## src/rtl/id_ex_stage_reg.sv

```systemverilog
// id_ex_stage_reg: ID/EX pipeline register with load-use bubble insertion,
// branch flush, external hold and saturating stall/flush debug counters.
module id_ex_stage_reg #(
  parameter int DATA_W = 64,
  parameter int CNT_W  = 16
) (
  input  logic              clk,
  input  logic              reset,
  input  logic              flush,
  input  logic              hold,
  input  logic [4:0]        IFIDR1,
  input  logic [4:0]        IFIDR2,
  input  logic [4:0]        IFIDRd,
  input  logic [DATA_W-1:0] IFIDPC,
  input  logic [DATA_W-1:0] ReadData1,
  input  logic [DATA_W-1:0] ReadData2,
  input  logic [DATA_W-1:0] Imm,
  input  logic [7:0]        CtrlIn,
  output logic [4:0]        IDEXR1,
  output logic [4:0]        IDEXR2,
  output logic [4:0]        IDEXRd,
  output logic [DATA_W-1:0] IDEXPC,
  output logic [DATA_W-1:0] IDEXData1,
  output logic [DATA_W-1:0] IDEXData2,
  output logic [DATA_W-1:0] IDEXImm,
  output logic [7:0]        IDEXCtrl,
  output logic              IDEXValid,
  output logic              PCWrite,
  output logic              IFIDWrite,
  output logic [CNT_W-1:0]  StallCount,
  output logic [CNT_W-1:0]  FlushCount
);
  logic [4:0]        r1_q, r2_q, rd_q, r1_d, r2_d, rd_d;
  logic [DATA_W-1:0] pc_q, d1_q, d2_q, imm_q, pc_d, d1_d, d2_d, imm_d;
  logic [7:0]        ctrl_q, ctrl_d;
  logic              valid_q, valid_d;
  logic [CNT_W-1:0]  stall_q, stall_d, flush_q, flush_d;
  logic              haz, keep, bub;
  // CtrlIn[5] is MemRead; a valid load writing the register ID reads is a load-use hazard
  assign haz  = valid_q & ctrl_q[5] & (rd_q != 5'd0) & ((rd_q == IFIDR1) | (rd_q == IFIDR2));
  assign keep = hold & ~flush;
  assign bub  = haz & ~flush & ~hold;
  assign PCWrite   = ~(haz | hold);
  assign IFIDWrite = ~(haz | hold);
  always_comb begin
    r1_d    = keep ? r1_q : bub ? 5'd0 : IFIDR1;
    r2_d    = keep ? r2_q : bub ? 5'd0 : IFIDR2;
    rd_d    = keep ? rd_q : bub ? 5'd0 : IFIDRd;
    pc_d    = keep ? pc_q  : IFIDPC;
    d1_d    = keep ? d1_q  : ReadData1;
    d2_d    = keep ? d2_q  : ReadData2;
    imm_d   = keep ? imm_q : Imm;
    ctrl_d  = keep ? ctrl_q  : (flush | haz) ? 8'd0 : CtrlIn;
    valid_d = keep ? valid_q : ~(flush | haz);
    stall_d = (bub & ~&stall_q) ? stall_q + CNT_W'(1) : stall_q;
    flush_d = (flush & ~&flush_q) ? flush_q + CNT_W'(1) : flush_q;
  end
  always_ff @(posedge clk) begin
    if (reset) begin
      r1_q    <= '0;
      r2_q    <= '0;
      rd_q    <= '0;
      pc_q    <= '0;
      d1_q    <= '0;
      d2_q    <= '0;
      imm_q   <= '0;
      ctrl_q  <= '0;
      valid_q <= 1'b0;
      stall_q <= '0;
      flush_q <= '0;
    end else begin
      r1_q    <= r1_d;
      r2_q    <= r2_d;
      rd_q    <= rd_d;
      pc_q    <= pc_d;
      d1_q    <= d1_d;
      d2_q    <= d2_d;
      imm_q   <= imm_d;
      ctrl_q  <= ctrl_d;
      valid_q <= valid_d;
      stall_q <= stall_d;
      flush_q <= flush_d;
    end
  end
  assign IDEXR1     = r1_q;
  assign IDEXR2     = r2_q;
  assign IDEXRd     = rd_q;
  assign IDEXPC     = pc_q;
  assign IDEXData1  = d1_q;
  assign IDEXData2  = d2_q;
  assign IDEXImm    = imm_q;
  assign IDEXCtrl   = ctrl_q;
  assign IDEXValid  = valid_q;
  assign StallCount = stall_q;
  assign FlushCount = flush_q;
endmodule

```

## config.mk

```make
export PLATFORM = sky130hd
export DESIGN_NAME = id_ex_stage_reg
export DESIGN_NICKNAME = d
export VERILOG_FILES = /design/src/rtl/id_ex_stage_reg.sv
export SDC_FILE = /design/constraint.sdc
export NUM_CORES = 1
export LEC_CHECK = 0
export CAP_MARGIN = 0
export CELL_PAD_IN_SITES_DETAIL_PLACEMENT = 0
export CELL_PAD_IN_SITES_GLOBAL_PLACEMENT = 1
export CORE_AREA = 5 5 227 229
export CTS_CLUSTER_DIAMETER = 40
export CTS_CLUSTER_SIZE = 14
export DETAILED_ROUTE_END_ITERATION = 8
export DIE_AREA = 0 0 232 234
export GPL_TIMING_DRIVEN = 0
export HOLD_SLACK_MARGIN = 0.03
export PLACE_DENSITY_LB_ADDON = 0.1
export SLEW_MARGIN = 10
export SYNTH_ARGS = -nofsm -noshare
export SYNTH_HDL_FRONTEND = slang
export SYNTH_SLANG_ARGS = --single-unit
```

## constraint.sdc

```tcl
create_clock -name clk -period 3.4 [get_ports clk]
set_clock_uncertainty 0.2 [all_clocks]
set_input_delay 0.34 -clock clk [delete_from_list [all_inputs] [get_ports clk]]
set_output_delay 0.34 -clock clk [all_outputs]
set_load 0.1 [all_outputs]
```

==> results.cfg <==
[global_route]
gr-usage-all-layers = 0.1884
globalRouteOverflowTotal = 0
grt_pass1_wl_um = 77910
grt_start_max_net_pins = 11
grt_pass1_vias = 12376
antenna_found_initial = 6

[die]
ioPinCount = 597
design.core.area_um2 = 49450
die_h_um = 234
initial_core_util = 0.2327
die_area_um2 = 54290
die_w_um = 232
row_count = 82

[power_and_ir_drop]
swShare = 0.3152
clkPwrFrac = 0.501
total_power_mw = 13.65
irDropWorstVdd_uv = 374.5
p_seq_frac = 0.292
cellInternalPower_mw = 9.350
power_density_nw_per_um2 = 659.6
p_leak_nw = 7.926
p_sw_mw = 4.304
p_comb_frac = 0.207

[synthesis]
synthArstFlopShare = 0
synth-seq-cells = 312
yosysSeqAreaShare = 0.5428
yosys_warnings = 0
synthCells = 1439
synth-edff-count = 0
synth_area_per_cell_um2 = 7.996
syn_nets = 1724
synth_top_cell_area_share = 0.5428
synth_flop_cell = dfxtp_1
synth.distinct_cells = 44
synth.area.top_cells = dfxtp_1 (54%), nand2_1 (17%), a21oi_1 (12%)
syn_area_um2 = 11510
synth_area_leader_cell = dfxtp_1

[timing]
hold_viol = 0
slew_viol_final = 0
worst_slack_ns = 0.2165
fin_crit_ns = 3.183
rsz0062_at_grt = false
setup_viol = 0
max_freq_ghz = 0.3141
slew-limit-headroom = 0.1774
fin_crit_sh = 0.9363
worstMarginPinSlew_ns = 1.230

[worst_setup_path]
cp_max_fo = 5
worst-endpoint-required_ns = 2.86
start_kind = flip-flop
criticalPathCategory = flip-flop to output pin
endpoint_kind = output pin
r2r_cells = 7
cp.arrival_ns = 2.64

[cells_and_area]
syn2layout_area_growth_pct = 79.92
final_nets = 2388
drive_gt1_frac = 0.05896
final_core_util = 0.4186
final_area_um2 = 20700

[routing]
wl_per_cell_um = 19.16
vias = 12291
wirelength_um = 54190
drtIter0Drc = 632
vias_per_cell = 4.345
antenna_left = 0
drc_errors = 0
dr.pass1.iters = 6

[place]
dpl.hpwl_um = 41820
globalplace.congestion = 0.8069
dp_slack_ns = -0.3383
port_buffers = 595
dpl-instance-area_um2 = 18310

[run_status]
status = finished, final reports clean

[clock_tree]
cts_hold_buf = 0
clkSinkCount = 312
clk_pin_slew_ns = 0.05
clock_latency_ns = 0.56
cts_tree = yes
htreeDepth = 3
clockBufferDepth = 3
clockRootBuffer = clkbuf_16
numCtsBuffers = 67

[min_path]
hold_depth = 3
hold_class = primary input to flip-flop

[run]
max_cap_viol_count = 0
[cell type report]
type	count	area, um2
clock inverter	34	467.9
timing repair buffer	595	5958
clock buffer	86	1903
buffer	107	409.1
tap	672	840.8
sequential	312	6246
multi-input combinational	1019	4865
fill	5058	28750
antenna	3	7.507
inverter	1	3.754
[final timing paths]
path                              startpoint  slack, ns                         end
hold / removal                 ReadData2[57]       0.12  IDEXData2[57]$_SDFFE_PP0N_
setup reg to reg  StallCount[0]$_SDFFE_PP0P_       0.85  StallCount[7]$_SDFFE_PP0P_
hold reg to reg      IDEXPC[63]$_SDFFE_PP0N_       0.25     IDEXPC[63]$_SDFFE_PP0N_
setup / recovery      IDEXRd[0]$_SDFFE_PP0N_       0.22                     PCWrite
[layout by cell type, fill, tap and decap left out, types with 4 or more instances in the layout]
cell type / count
and2_1: 4
bufinv_16: 10
nor2_1: 28
clkinvlp_4: 7
o31ai_1: 6
clkinv_4: 6
nand2_1: 525
clkinv_2: 9
nand4_1: 9
nand3_1: 11
clkbuf_16: 71
or4_1: 5
clkdlybuf4s50_1: 593
buf_1: 12
xnor2_1: 15
xor2_1: 8
and3_1: 9
nor2b_1: 24
nor3_1: 8
clkbuf_1: 99
dfxtp_1: 312
and4_1: 7
a22o_1: 8
a21oi_1: 279
o21ai_0: 17
nor4_1: 6
a22oi_1: 15
clkbuf_8: 7
mux2_1: 7
nand2b_1: 4
[sequential cells by signal, summed over array words and instances, names as in the netlist]
| register | cells |
|---|---|
| FlushCount | 16 |
| IDEXCtrl | 8 |
| IDEXData1 | 64 |
| IDEXData2 | 64 |
| IDEXImm | 64 |
| IDEXPC | 64 |
| IDEXR1 | 5 |
| IDEXR2 | 5 |
| IDEXRd | 5 |
| IDEXValid | 1 |
| StallCount | 16 |
[per-stage QoR]
step	TNS [ns]	std cells	hold WS, ns
after global routing	0	2827	0.1069
after global placement	-24.41	2706	0.2374
final	0	2829	0.1223
after CTS	0	2826	0.07771
after detailed placement	-31.12	2706	0.2427
after floorplan	0	1439	0.2657
[critical path, cell delays in order, from the launching register on]
cell             delay, ns
dfxtp_1               0.38
or4_4                 0.57
o211a_4               0.28
a21oi_4               0.18
buf_4                 0.13
clkdlybuf4s15_2       0.54
[repair_timing]
action | CTS | global route
setup buffers | 0 | 0
resized for setup | 6 | 1
setup endpoints to repair | 2 | 1
[cells by family (layout without fill, tap and decap cells)]
| kind of cell | count (synthesis) | after routing | share of synthesized area |
|---|---|---|---|
| buf+inv | 108 | 823 | 0.03588 |
| xor+xnor | 23 | 23 | 0.01751 |
| fa+ha+maj | 2 | 2 | 0.002175 |
| simple gates | 648 | 648 | 0.2331 |
| compound gates | 336 | 336 | 0.1589 |
| other cells | 0 | 3 | 0 |
| mux | 10 | 10 | 0.009570 |
| flops | 312 | 312 | 0.5428 |
[synthesized netlist by cell type, drive strengths merged, types with 2 or more instances]
master  instances
a22oi          15
nand3          11
and3            9
a21oi         280
or3             3
mux2            8
o31ai           6
ha              2
xnor2          15
nor2b          24
or4             6
a21o            2
buf            16
nor2           28
nand2         525
and4            7
a22o            8
nor4            6
o311ai          2
nand4           9
nand2b          4
o21ai          17
clkbuf         91
xor2            8
mux2i           2
nor3            8
and2            4
dfxtp         312
[layer usage]
metal  vias up  share of wire  global-route usage
li1       6130              -                   -
met1      5623           0.39              0.2096
met2       419           0.49              0.3204
met3       111          0.097             0.08282
met4         8          0.030             0.07016
met5         -        0.00098                   0
[power groups by stage]
stage          logic (mW)  registers [mW]  clock network [mW]
4_1_cts              2.85            3.99                7.01
6_report             2.82            3.99                6.84
5_1_grt              2.94            4.01                7.18
2_1_floorplan       0.402            5.53                   0
3_5_place_dp         2.84            4.06                   0
3_3_place_gp         2.84            4.05                   0
(Power assumes the default switching activity.)
==> RTL change: new RTL, same settings <==
Put one more register stage on the output `FlushCount`, cleared by the reset. The value now appears one clock later. The other outputs are not delayed to match.
--- a/src/rtl/id_ex_stage_reg.sv
+++ b/src/rtl/id_ex_stage_reg.sv
@@ -94,3 +94,9 @@
   assign StallCount = stall_q;
-  assign FlushCount = flush_q;
+  always_ff @(posedge clk) begin
+    if (reset) begin
+      FlushCount <= '0;
+    end else begin
+      FlushCount <= flush_q;
+    end
+  end
 endmodule
Function: changed (Yosys sat finds a counterexample within 4 cycles, from zero or initial values and one cycle with reset high).
==> RTL change against the unedited design <==
- setup slack worse by 63 ps
- sequential share of layout area grew 1.1 points
- via count increased by 0.55%
- hold slack worse by 3.6 ps
- highest routed layer unchanged
- sequential cell count grew 16
- wire length grew 0.54%
- cell area grew 1.4%
- area after synthesis is 2.4% higher
- global-route usage hardly changed
- total power grew 2.1%
- critical path depth up 2
- final cell count grew 0.46%
==> RTL change: results <==
[status]
outcome = "finished, final reports clean"

[setup_path]
worst_path_largest_cell_delay_ps = 560
crit_family = "buffers and inverters"
critPathCaptureType = "primary output"
critPathMaxFanout = 10
arrival_ps = 2710

[synth]
synth_area_leaders = "dfxtp_1 56%, nand2_1 17%, a21oi_1 11%"
syn_nets = 1736
synth_cell_type_count = 54
post_synth.cell_area_avg_um2 = 8.12
yosysSeqAreaShare_pct = 55.7
synth-warning-count = 0
ys_dominant_reg_cell = "dfxtp_1"
synthTopCellsByCount = "542 x nand2_1, 328 x dfxtp_1, 267 x a21oi_1"

[clock_network]
htreeDepth = 3
worstSkewPairLatency_ps = 570
cts_buffers = 67
max-clock-path-buffers = 3
post_cts_buffers = 0
ctsResizeCount = 10
cts-root-buf = "clkbuf_16"

[placed_design]
postPlaceCellArea_um2 = 18600
routabilityCongestion = 0.826
placed_cells = 2718
hpwlAfterDp_um = 41900
dpl_worst_slack_ps = -622
portBuffers = 595

[layout]
seqCellArea_um2 = 6570
drive_gt1_share_pct = 6.65
fin_nets = 2400
fillers = 5021

[grt]
grt_max_degree = 12
grt_pass1_vias = 12300
antenna_found_initial = 16
grt_pass1_wl_um = 78300
grtUsageTotal_pct = 18.9
grt_overflow = 0

[min_path]
hold_path_class = "input port to flop"

[sta]
relSlewSlack_pct = 19.8

[pwr]
p_switching_mw = 4.37
p_leak_nw = 8.03
irDropWorstVdd_mv = 0.316

[detailed_routing]
wl_per_cell_um = 19.2
wl_um = 54500
vias_per_cell = 4.35
first_iter_violations = 555
drtPass1Iterations = 5
## RTL change: cell count changes in the layout (fill, tap and decap cells not counted), sizes merged, moves of 6 or more
cell	before	now
a21oi	280	267
and3	9	1
dfxtp	312	328
mux2	8	1
nand2	525	542
nor2b	24	18
xnor2	15	7
xor2	8	15
## RTL change: worst paths after layout
check                                    from             to  slack, ps  cells past startpoint
worst max-delay path                IDEXRd[0]        PCWrite        150                      7
worst min-delay path            ReadData1[12]  IDEXData1[12]        120                      3
worst max register to register     flush_q[0]     flush_q[5]       1120                      7
worst min register to register    IDEXImm[45]    IDEXImm[45]        250                      2
## RTL change: final cells by class
| class | count | area share, % |
|---|---|---|
| Antenna cell | 5 | 0.0596 |
| Tap cell | 672 | 4.00 |
| Multi-Input combinational cell | 1013 | 22.8 |
| Buffer | 104 | 1.97 |
| Sequential cell | 328 | 31.3 |
| Timing Repair Buffer | 595 | 28.3 |
| Inverter | 6 | 0.107 |
| Clock inverter | 34 | 2.15 |
| Clock buffer | 85 | 9.30 |
## RTL change: stage by stage
stage | TNS (ps) | hold WS, ps
2_1_floorplan | 0 | 266
3_3_place_gp | -1180 | 237
3_5_place_dp | -1160 | 242
4_1_cts | 0 | 71.0
5_1_grt | 0 | 79.6
6_report | 0 | 119
## RTL change: routing by layer
metal / share of wire [%] / global-route usage, %
met3: 9.8 / 9.49
met4: 2.0 / 4.91
met1: 38 / 20.4
met2: 50 / 33.0
met5: 0.24 / 0
## RTL change: power by group through the flow
stage / clock [mW] / combinational, mW / sequential (mW)
after CTS: 7.13 / 2.85 / 4.19
after global routing: 7.29 / 2.94 / 4.21
after global placement: 0 / 2.84 / 4.25
after detailed placement: 0 / 2.84 / 4.26
after floorplan: 0 / 0.391 / 5.74
final: 6.93 / 2.82 / 4.19
## RTL change: cells by family (layout without fill, tap and decap cells)
kind of cell / Yosys count / in the layout / share of synthesized area [%]
AO/OA/AOI/OAI: 334 / 334 / 15.5
flip-flops: 328 / 328 / 55.7
multiplexers: 2 / 2 / 0.181
other: 0 / 5 / 0
XOR/XNOR: 22 / 22 / 1.64
adder cells (fa/ha/maj): 2 / 2 / 0.212
buffers and inverters: 110 / 824 / 3.70
AND/OR/NAND/NOR: 653 / 653 / 23.0
## RTL change: worst min-delay path, delay by kind of cell
family / cells / cell delay [ps]
AO/OA/AOI/OAI: 1 / 50
buffers and inverters: 1 / 400
AND/OR/NAND/NOR: 1 / 60
